$ cat src/rtl/encoder_pkg.sv
// Shared types and helpers for the quadrature encoder decoder.
// Pin pairs are packed as {a, b}.
package encoder_pkg;

    typedef enum logic [1:0] {
        MODE_X1 = 2'd0,
        MODE_X2 = 2'd1,
        MODE_X4 = 2'd2
    } enc_mode_t;

    // Exactly one of the two pins changed.
    function automatic logic is_legal_step(input logic [1:0] prev, input logic [1:0] cur);
        return (prev[1] ^ cur[1]) ^ (prev[0] ^ cur[0]);
    endfunction

    // Direction of a legal single-pin change on the 00->10->11->01 up sequence.
    function automatic logic step_is_up(input logic [1:0] prev, input logic [1:0] cur);
        return (prev[1] ^ cur[1]) ? (cur[1] ^ cur[0]) : ~(cur[1] ^ cur[0]);
    endfunction

endpackage

$ cat src/rtl/encoder_debounce.sv
// Two-flop synchroniser followed by a stable-count debounce filter for one pin.
// After reset the filter seeds itself from the first synchronised sample.
module encoder_debounce #(
    parameter int unsigned CYCLES = 4
) (
    input  logic clk,
    input  logic reset,
    input  logic din,
    output logic dout
);

    logic r_s1;
    logic r_s2;

    always_ff @(posedge clk) begin
        if (reset) begin
            r_s1 <= 1'b0;
            r_s2 <= 1'b0;
        end else begin
            r_s1 <= din;
            r_s2 <= r_s1;
        end
    end

    generate
        if (CYCLES == 0) begin : g_bypass
            assign dout = r_s2;
        end else begin : g_filter
            localparam int CW = $clog2(CYCLES + 1);
            localparam logic [CW-1:0] LP_LAST = CW'(CYCLES - 1);

            logic [1:0]    r_fill;
            logic          r_stable;
            logic [CW-1:0] r_cnt;

            // r_fill == 2 is the first cycle r_s2 holds a real pin sample, so the
            // level present at reset is adopted directly instead of being filtered in.
            always_ff @(posedge clk) begin
                if (reset) begin
                    r_fill   <= 2'd0;
                    r_stable <= 1'b0;
                    r_cnt    <= '0;
                end else if (r_fill != 2'd3) begin
                    r_fill <= r_fill + 2'd1;
                    r_cnt  <= '0;
                    if (r_fill == 2'd2) begin
                        r_stable <= r_s2;
                    end
                end else if (r_s2 == r_stable) begin
                    r_cnt <= '0;
                end else if (r_cnt == LP_LAST) begin
                    r_stable <= r_s2;
                    r_cnt    <= '0;
                end else begin
                    r_cnt <= r_cnt + CW'(1);
                end
            end

            assign dout = r_stable;
        end
    endgenerate

endmodule

$ cat src/rtl/quad_decoder.sv
// Quadrature encoder decoder/counter: synchronised and debounced pins, x1/x2/x4
// decoding, saturating or wrapping count, load, step/dir strobe and sticky error.
module quad_decoder
    import encoder_pkg::*;
#(
    parameter int          DATA_LEN        = 8,
    parameter int unsigned INC_STEP        = 1,
    parameter int unsigned MAX_VALUE       = 2**DATA_LEN - 1,
    parameter int unsigned SATURATE        = 0,
    parameter int unsigned DEBOUNCE_CYCLES = 4,
    parameter int unsigned RESET_VALUE     = 0
) (
    input  logic                clk,
    input  logic                reset,
    input  logic                a,
    input  logic                b,
    input  logic [1:0]          mode,
    input  logic                load,
    input  logic [DATA_LEN-1:0] load_value,
    input  logic                clear_err,
    output logic [DATA_LEN-1:0] value,
    output logic                step,
    output logic                dir,
    output logic                err
);

    localparam logic [DATA_LEN:0]   LP_MAX_EXT = (DATA_LEN + 1)'(MAX_VALUE);
    localparam logic [DATA_LEN-1:0] LP_MAX     = DATA_LEN'(MAX_VALUE);
    localparam logic [DATA_LEN:0]   LP_INC     = (DATA_LEN + 1)'(INC_STEP);
    localparam logic [DATA_LEN-1:0] LP_RST     = DATA_LEN'(RESET_VALUE);

    logic                w_a_st;
    logic                w_b_st;
    logic [1:0]          w_cur;
    logic                w_a_chg;
    logic                w_b_chg;
    logic                w_illegal;
    logic                w_up;
    logic                w_count;
    logic [DATA_LEN:0]   w_sum;
    logic [DATA_LEN:0]   w_diff;
    logic [DATA_LEN-1:0] w_next;
    logic [DATA_LEN-1:0] w_load_val;

    logic [DATA_LEN-1:0] r_value;
    logic                r_step;
    logic                r_dir;
    logic                r_err;
    logic [1:0]          r_prev;
    logic                r_primed;
    logic [1:0]          r_warm;

    encoder_debounce #(.CYCLES(DEBOUNCE_CYCLES)) u_deb_a (
        .clk   (clk),
        .reset (reset),
        .din   (a),
        .dout  (w_a_st)
    );

    encoder_debounce #(.CYCLES(DEBOUNCE_CYCLES)) u_deb_b (
        .clk   (clk),
        .reset (reset),
        .din   (b),
        .dout  (w_b_st)
    );

    assign w_cur     = {w_a_st, w_b_st};
    assign w_a_chg   = r_prev[1] ^ w_cur[1];
    assign w_b_chg   = r_prev[0] ^ w_cur[0];
    assign w_illegal = w_a_chg & w_b_chg;
    assign w_up      = step_is_up(r_prev, w_cur);

    always_comb begin
        w_count = 1'b0;
        case (mode)
            MODE_X1: w_count = w_a_chg & ~w_b_chg & w_cur[1];
            MODE_X2: w_count = w_a_chg & ~w_b_chg;
            default: w_count = is_legal_step(r_prev, w_cur);
        endcase
    end

    // One extra bit catches carry out of the top and borrow below zero.
    assign w_sum  = {1'b0, r_value} + LP_INC;
    assign w_diff = {1'b0, r_value} - LP_INC;

    always_comb begin
        w_next = r_value;
        if (w_up) begin
            if (SATURATE != 0 && w_sum > LP_MAX_EXT) begin
                w_next = LP_MAX;
            end else begin
                w_next = w_sum[DATA_LEN-1:0];
            end
        end else begin
            if (SATURATE != 0 && w_diff[DATA_LEN]) begin
                w_next = '0;
            end else begin
                w_next = w_diff[DATA_LEN-1:0];
            end
        end
    end

    always_comb begin
        w_load_val = load_value;
        if (SATURATE != 0 && {1'b0, load_value} > LP_MAX_EXT) begin
            w_load_val = LP_MAX;
        end
    end

    // Priming waits for the synchroniser and filter seed to settle so the pin
    // level present across reset is absorbed into r_prev rather than counted.
    always_ff @(posedge clk) begin
        if (reset) begin
            r_value  <= LP_RST;
            r_step   <= 1'b0;
            r_dir    <= 1'b0;
            r_err    <= 1'b0;
            r_prev   <= 2'b00;
            r_primed <= 1'b0;
            r_warm   <= 2'd0;
        end else begin
            r_step <= 1'b0;
            r_prev <= w_cur;
            if (!r_primed) begin
                if (r_warm == 2'd3) begin
                    r_primed <= 1'b1;
                end else begin
                    r_warm <= r_warm + 2'd1;
                end
            end
            if (r_primed && w_illegal) begin
                r_err <= 1'b1;
            end else if (clear_err) begin
                r_err <= 1'b0;
            end
            if (load) begin
                r_value <= w_load_val;
            end else if (r_primed && w_count) begin
                r_value <= w_next;
                r_step  <= 1'b1;
                r_dir   <= w_up;
            end
        end
    end

    assign value = r_value;
    assign step  = r_step;
    assign dir   = r_dir;
    assign err   = r_err;

endmodule

$ cat config.mk
export PLATFORM = sky130hd
export DESIGN_NAME = quad_decoder
export DESIGN_NICKNAME = d
export VERILOG_FILES = /design/src/rtl/encoder_pkg.sv /design/src/rtl/encoder_debounce.sv /design/src/rtl/quad_decoder.sv
export SDC_FILE = /design/constraint.sdc
export NUM_CORES = 1
export LEC_CHECK = 0
export CAP_MARGIN = 15
export CORE_ASPECT_RATIO = 1.1
export CORE_UTILIZATION = 31
export DETAILED_ROUTE_END_ITERATION = 10
export GPL_ROUTABILITY_DRIVEN = 0
export SYNTH_ARGS = -nofsm -noshare
export SYNTH_HDL_FRONTEND = slang
export SYNTH_SLANG_ARGS = --single-unit
$ cat constraint.sdc
create_clock -name clk -period 3.97 [get_ports clk]
set_clock_uncertainty 0.05 [all_clocks]
set_input_delay 0.794 -clock clk [delete_from_list [all_inputs] [get_ports clk]]
set_output_delay 0.794 -clock clk [all_outputs]
set_load 0.05 [all_outputs]
[Yosys cells after proc, flatten, opt, wreduce, memory -nomap -nowiden]
Index checks and enable logic that the tools add are counted.
Operators by class
  bitwise operators: 12
  equality and inequality tests: 14
  reductions and logical operators: 14
  add/sub/neg operators: 7
  mux-type cells: 18
Operators with widths (number)
  two-way mux 8 bit: 3
  two-way mux 1 bit: 14
  adder 8 x 1 -> 8 bit, second input constant: 1
  != test 2 bit, second input constant: 4
  nonzero test 2 bit: 4
  OR reduction 4 bit: 2
  subtractor 8 x 1 -> 8 bit, second input constant: 1
  adder 2 x 1 -> 2 bit, second input constant: 3
  adder 3 x 1 -> 3 bit, second input constant: 2
  equality test 2 bit, second input constant: 3
  equality test 3 x 2 -> 1 bit, second input constant: 2
  AND reduction 3 bit: 2
  NOT 1 bit: 5
  != test 2 x 1 -> 1 bit, second input constant: 2
  AND reduction 2 bit: 2
  XOR 1 bit: 4
  AND 1 bit: 3
  equality test 1 bit: 2
  equality test 2 x 1 -> 1 bit, second input constant: 1
  logical AND 1 bit: 2
  zero test 2 bit: 1
  one-hot mux 1 bit (2 select lines): 1
  OR reduction 2 bit: 1
Word-level totals
  logic and storage cells: 82
  output and inout bits: 11
  flip-flop bits (word level): 32
  input bits: 16

[Longest topological paths before layout]
Gate-level depths: netlist of run 1.
  depth after elaboration: 8
  depth in mapped cells: 9
  depth with buffers taken out: 8

[Modules after synthesis]
From an unflattened synthesis of run 1, not the netlist that was laid out.
Unflattened totals
  cells, all modules: 165
  area total of the unflattened synthesis: 1577.8 um2
By module, submodules not included
  quad_decoder: times used 1, cells each 105, sequential area each 320.3 um2, area an instance 912.1 um2
  encoder_debounce: times used 2, cells each 30, sequential area each 160.2 um2, area an instance 332.8 um2

[Least setup slack after synthesis of run 1]
OpenSTA, ideal clock, no wires.
  path kind: flip-flop to flip-flop
  from: register r_value[1], in the netlist value[1]
  to: register r_value[6], in the netlist value[6]
  cell stages (with the launch flop): 8
  clock period less this slack: 2.415 ns
  path slack: 1.555 ns
  setup time: 0.079 ns
  required time: 3.841 ns
  path buffers: 0
  data arrival time: 2.286 ns
  cell sequence: dfxtp_1 > xnor2_1 > ha_1 > nor4_2 > or4b_1 > a211oi_2 > xnor2_1 > a211oi_2
Between the ends
  cells in the longest elaborated chain, start to end: 4
  elaborated cells on any way between the ends: 5
  those cells by class: add/sub: 2; mux: 3
RTL lines
  from (decl): line quad_decoder.sv:45  | logic [DATA_LEN-1:0] r_value;
  from (signal assigned): line quad_decoder.sv:137  | r_value <= w_load_val;
  from (signal assigned): line quad_decoder.sv:139  | r_value <= w_next;
  subtractor 8 x 1 -> 8 bit or adder 8 x 1 -> 8 bit (tied branches): line quad_decoder.sv:84, quad_decoder.sv:83
  two-way mux 8 bit (*): line quad_decoder.sv:88  | if (w_up) begin
  two-way mux 8 bit (*): line quad_decoder.sv:138  | end else if (r_primed && w_count) begin
  two-way mux 8 bit (*): line quad_decoder.sv:136  | if (load) begin
Every way passes the cells marked *; elsewhere a longest branch is shown, timed or not. The select of a mux whose other input is x is not followed.
A chain may end at the register's enable or synchronous reset.

[Worst setup path after layout of run 1]
  from: register u_deb_b.g_filter.r_stable, in the netlist u_deb_b.dout
  to: register r_value[6], in the netlist value[6]
Between the ends
  cells in the longest elaborated chain, start to end: 7
  elaborated cells on any way between the ends: 14
  those cells by class: mux: 5; bitwise: 7; reduce/logical: 2
RTL lines
  from (decl): line encoder_debounce.sv:33  | logic r_stable;
  from (signal assigned): line encoder_debounce.sv:47  | r_stable <= r_s2;
  from (signal assigned): line encoder_debounce.sv:52  | r_stable <= r_s2;
  XOR 1 bit: line encoder_pkg.sv:13, quad_decoder.sv:69
  NOT 1 bit: line quad_decoder.sv:76, quad_decoder.sv:77
  AND 1 bit: line quad_decoder.sv:76, quad_decoder.sv:77
  AND 1 bit: line quad_decoder.sv:76  | MODE_X1: w_count = w_a_chg & ~w_b_chg & w_cur[1];
  one-hot mux 1 bit (2 select lines): line quad_decoder.sv:75  | case (mode)
  logical AND 1 bit: line quad_decoder.sv:138
  nonzero test 2 bit (no line)
Parallel ways exist; a longest one is shown, timed or not. The select of a mux whose other input is x is not followed.

==> results_dict.tcl, run 1 <==
set metrics [dict create \
    worst-path-buf-inv 0 \
    numCtsBuffers 5 \
    stdcell_count 244 \
    clk_latency_ps 280 \
    cts_root_buf "clkbuf_8" \
    yosys_register_bits 32 \
    worstPathRequired_ps 4130 \
    drive_above_1_share 0.0745 \
    clk_transition_reported_paths_ps 60 \
    htreeDepth 2 \
    worst_path_max_delay_cell "xnor2_1" \
    synth_cell_types 32 \
    crit_top_cell "xnor2_1" \
    holdWs_ps 371 \
    portBuffers 26 \
    max-cap-violations 0 \
    fin_nets 215 \
    crit_chain "xnor2_1 > xnor2_1 > ha_1 > nor4_2 > or4b_1 > a211oi_2 > xnor2_1 > a211oi_2" \
    setup_slack_ps 1160 \
    worstSetupPathType "flip-flop to flip-flop" \
    avgSynthCellArea_um2 9.52 \
    rsz0062_at_grt "false" \
    firstDrtPassIters 4 \
    diodes 0 \
    start_util 0.323 \
    period_share 0.707 \
    slew_headroom 0.422 \
    vias 1180 \
    power_density_nw_per_um2 428 \
    finalHoldViolCount 0 \
    cts_hold_buf 0 \
    nFillCells 492 \
    coreArea_um2 4680 \
    grt_pass1_vias 1088 \
    finalSetupTns_ps 0 \
    fin_area_um2 1930 \
    end_kind "flip-flop" \
    hp-class "flip-flop to flip-flop" \
    hpwl_um 2120 \
    grt_overflow 0 \
    fmax_ghz 0.356 \
    drtIter0Drc 25 \
    crit_path_start_kind "flip-flop" \
    grt_max_degree 20 \
    min_period_ps 2810 \
    ctsResizeCount 0 \
    die_area_um2 5170 \
    die_h_um 75.3 \
    yosysWarnings 0 \
    ant_nets 0 \
    cts_tree "done" \
    routed_wirelength_um 2880 \
    cts_setup_buffers 0 \
    antenna_found_initial 0 \
    crit_family "XOR/XNOR gates" \
    wl_per_cell_um 11.8 \
    core.rowCount 26 \
    setup_viol 0 \
    dpl_worst_slack_ps 1180 \
    pin_count 27 \
    syn2layout_area_growth_pct 27.4 \
    p_total_mw 0.825 \
    status "completed" \
    final_max_slew_viol_count 0 \
    grt_util_all_layers 0.128 \
    clock_sinks 32 \
    die_w_um 68.6 \
    netlist_instances 159 \
    dp.cells 236 \
    worst_slew_pin_slew_ps 861 \
    drc_errors 0 \
    synth_nets 187 \
    final_util 0.412 \
    crit_arrival_ps 2970 \
    p_leak_nw 0.763 \
    cpPeakStageDelay_ps 720 \
    place_area_um2 1820 \
    synth.yosys.seq_area_share 0.423 \
    syn_area_um2 1510 \
    grt_first_pass_wirelength_um 4800 \
    clockBufferDepth 2 \
    irDropWorstVdd_uv 144 \
    vias_per_cell 4.84 \
    cp_max_fo 12 \
]
[cells by family after synthesis]
logic type                 count (synthesis)  synth area share
DFF                                       32             0.423
buffers and inverters                     13            0.0372
xor gates and xnor gates                  15            0.0868
muxes                                      7            0.0471
AOI/OAI and AO/OA                         23             0.110
and+or+nand+nor                           57             0.197
adders and majority gates                 12            0.0992
[path summary, 6_finish.rpt]
check	startpoint	to	slack (ps)	depth (start not counted)
worst max-delay path	u_deb_b.dout$_SDFFE_PP0P_	value[6]$_SDFFE_PP0P_	1160	8
worst min-delay path	u_deb_b.g_filter.r_cnt[0]$_SDFF_PP0_	u_deb_b.g_filter.r_cnt[0]$_SDFF_PP0_	370	1
worst max register to register	u_deb_b.dout$_SDFFE_PP0P_	value[6]$_SDFFE_PP0P_	1160	8
worst min register to register	u_deb_b.g_filter.r_cnt[0]$_SDFF_PP0_	u_deb_b.g_filter.r_cnt[0]$_SDFF_PP0_	370	1
[area by class of cell]
cell class / count / area (µm²) / share of cell area
clock buffer: 6 / 72.6 / 0.0376
clock inverter: 2 / 35.0 / 0.0182
inverter: 7 / 26.3 / 0.0136
multi-input combinational: 114 / 817 / 0.423
sequential: 32 / 641 / 0.332
tap: 56 / 70.1 / 0.0363
timing repair buffer: 27 / 268 / 0.139
[registers in the layout, summed over array words and instances, names as in the netlist, 2 cells and up]
name	flops
r_prev	2
r_warm	2
u_deb_a.g_filter.r_cnt	3
u_deb_a.g_filter.r_fill	2
u_deb_b.g_filter.r_cnt	3
u_deb_b.g_filter.r_fill	2
value	8
[cell usage in the layout (no fill, tap or decap), types with 2 or more instances in the layout]
cell type        synthesis  routed
nor2_1                  24      24
nand2b_1                 2       2
inv_1                    7       7
a21oi_1                  5       5
dfxtp_1                 32      32
mux2i_1                  6       6
xnor2_1                  9       9
or3_1                    2       2
o21ai_0                  3       3
nand2_1                  6       6
clkdlybuf4s50_1          0      26
nor3_1                   3       3
o211ai_1                 2       2
a211oi_1                 7       7
and4_1                   2       2
nand4_1                  3       3
xor2_1                   6       6
a211oi_2                 3       3
ha_1                    12      12
nor2b_1                  6       6
clkbuf_8                 0       5
and3_1                   3       3
[synth_stat cells (all sizes together)]
cell / count / share of area
nand4: 3 / 0.012
a21oi: 5 / 0.017
or4: 1 / 0.0050
and4: 2 / 0.012
dfxtp: 32 / 0.42
ha: 12 / 0.099
nor4: 2 / 0.012
o21ai: 4 / 0.013
a22oi: 1 / 0.0050
and2: 1 / 0.0041
a211oi: 10 / 0.060
o211ai: 2 / 0.0099
or3: 2 / 0.0083
nor3: 4 / 0.017
mux2: 1 / 0.0074
buf: 1 / 0.0074
nor2: 24 / 0.060
and3: 3 / 0.012
xnor2: 9 / 0.052
mux2i: 6 / 0.040
nor2b: 6 / 0.025
or4b: 1 / 0.0066
nand2: 6 / 0.015
clkbuf: 5 / 0.012
a311oi: 1 / 0.0058
xor2: 6 / 0.035
nand2b: 2 / 0.0083
inv: 7 / 0.017
[layer usage]
layer,global-route usage,up-vias,routed length (µm)
met1,0.172,546,1440
met3,0.0479,7,146
li1,-,602,-
met5,0,-,0
met4,0.0579,0,64
met2,0.180,25,1230
[power by group]
| part | internal (mW) | switching (mW) | leakage, nW |
|---|---|---|---|
| logic | 0.0682 | 0.0776 | 0.445 |
| clock network | 0.186 | 0.115 | 0.0552 |
| registers | 0.350 | 0.0287 | 0.262 |
| total | 0.604 | 0.221 | 0.763 |
No activity file was read; power rests on OpenSTA's default activity.
==> inputs of run 2 (changes only) <==
clock period = 2.9 ns   (was 3.97 ns; I/O delays follow)
==> results_dict.tcl, run 2 (same netlist as run 1, synthesis figures left out) <==
set metrics [dict create \
    setup_viol 0 \
    ctsResizeCount 0 \
    min_period_ps 2330 \
    portBuffers 26 \
    largest_register_ffs 8 \
    die_h_um 75.3 \
    layout_common_cells "dfxtp_1, clkdlybuf4s50_1, nor2_1, ha_1, xnor2_1" \
    fin_area_um2 1920 \
    grt_overflow 0 \
    grt_first_pass_wirelength_um 4930 \
    drtIter0Drc 71 \
    crit_path_start_kind "flip-flop" \
    vias 1162 \
    clock_sinks 32 \
    drc_errors 0 \
    die_w_um 68.6 \
    max-cap-violations 0 \
    core.rowCount 26 \
    clockBufferDepth 2 \
    grt_util_all_layers 0.130 \
    slew_headroom 0.663 \
    mostFrequentLayoutCell "dfxtp_1" \
    pin_count 27 \
    wl_per_cell_um 11.8 \
    worstPathRequired_ps 3050 \
    place_area_um2 1830 \
    cts_setup_buffers 0 \
    grt_pass1_vias 1088 \
    clk_latency_ps 280 \
    vias_per_cell 4.74 \
    antenna_found_initial 0 \
    hp-class "flip-flop to flip-flop" \
    start_util 0.323 \
    setup_slack_ps 569 \
    dpl_worst_slack_ps 426 \
    syn2layout_area_growth_pct 26.6 \
    coreArea_um2 4680 \
    cts_root_buf "clkbuf_8" \
    hpwl_um 2120 \
    routed_wirelength_um 2900 \
    finalSetupTns_ps 0 \
    holdWs_ps 374 \
    cts_tree "done" \
    fin_nets 216 \
    firstDrtPassIters 4 \
    clk_transition_reported_paths_ps 70 \
    end_kind "flip-flop" \
    status "completed" \
    final_max_slew_viol_count 0 \
    cts_hold_buf 0 \
    htreeDepth 2 \
    worstSetupPathType "flip-flop to flip-flop" \
    irDropWorstVdd_uv 210 \
    period_share 0.804 \
    cp_max_fo 5 \
    rsz0062_at_grt "false" \
    numCtsBuffers 5 \
    power_density_nw_per_um2 550 \
    crit_arrival_ps 2490 \
    diodes 0 \
    worst_slew_pin_slew_ps 504 \
    p_leak_nw 0.760 \
    finalHoldViolCount 0 \
    die_area_um2 5170 \
    drive_above_1_share 0.0847 \
    grt_max_degree 20 \
    ant_nets 0 \
    fmax_ghz 0.429 \
]
[run 2: changes by cell type in the layout (fill, tap and decap cells not counted)]
cell and change:
buf_4 +1, bufinv_16 -1, clkbuf_1 -1, clkinv_2 +1, clkinv_4 +1
[run 2: power breakdown]
part / internal, mW / switching (mW)
clock: 0.167 / 0.167
sequential: 0.479 / 0.0393
combinational: 0.0949 / 0.108
[run 2: critical path, stage by stage (launching register included)]
cell	delay [ps]
dfxtp_1	440
xnor2_1	190
xnor2_1	100
ha_1	250
nor4_2	180
or4b_1	470
a211oi_2	250
xnor2_1	100
a211oi_2	210
[run 2: area by class of cell]
class / instances / area (µm²)
Tap cell: 56 / 70.1
Clock inverter: 3 / 18.8
Sequential cell: 32 / 641
Fill cell: 487 / 2770
Inverter: 7 / 26.3
Timing Repair Buffer: 28 / 275
Multi-Input combinational cell: 114 / 817
Clock buffer: 5 / 68.8
[run 2: worst paths after layout]
path | end | start | depth (start not counted) | slack (ps)
setup / recovery | value[6]$_SDFFE_PP0P_ | u_deb_b.dout$_SDFFE_PP0P_ | 8 | 570
hold / removal | u_deb_a.g_filter.r_cnt[0]$_SDFF_PP0_ | u_deb_a.g_filter.r_cnt[0]$_SDFF_PP0_ | 1 | 370
setup reg to reg | value[6]$_SDFFE_PP0P_ | u_deb_b.dout$_SDFFE_PP0P_ | 8 | 570
hold reg to reg | u_deb_a.g_filter.r_cnt[0]$_SDFF_PP0_ | u_deb_a.g_filter.r_cnt[0]$_SDFF_PP0_ | 1 | 370
[run 2: per-stage QoR]
step | instances | util | total power [mW]
after floorplan | 159 | - | 0.667
after global placement | 237 | 0.390 | 0.727
after detailed placement | 237 | 0.390 | 0.732
after CTS | 245 | 0.409 | 1.07
after global routing | 245 | 0.409 | 1.12
final | 245 | 0.409 | 1.05
[run 2: per-layer routing]
metal,vias up,global-route usage,wire length (µm),part of all wire
met5,-,0,0,0
met4,0,0.0625,55,0.019
met3,5,0.0434,123,0.042
met2,24,0.181,1250,0.43
met1,525,0.177,1480,0.51
li1,608,-,-,-
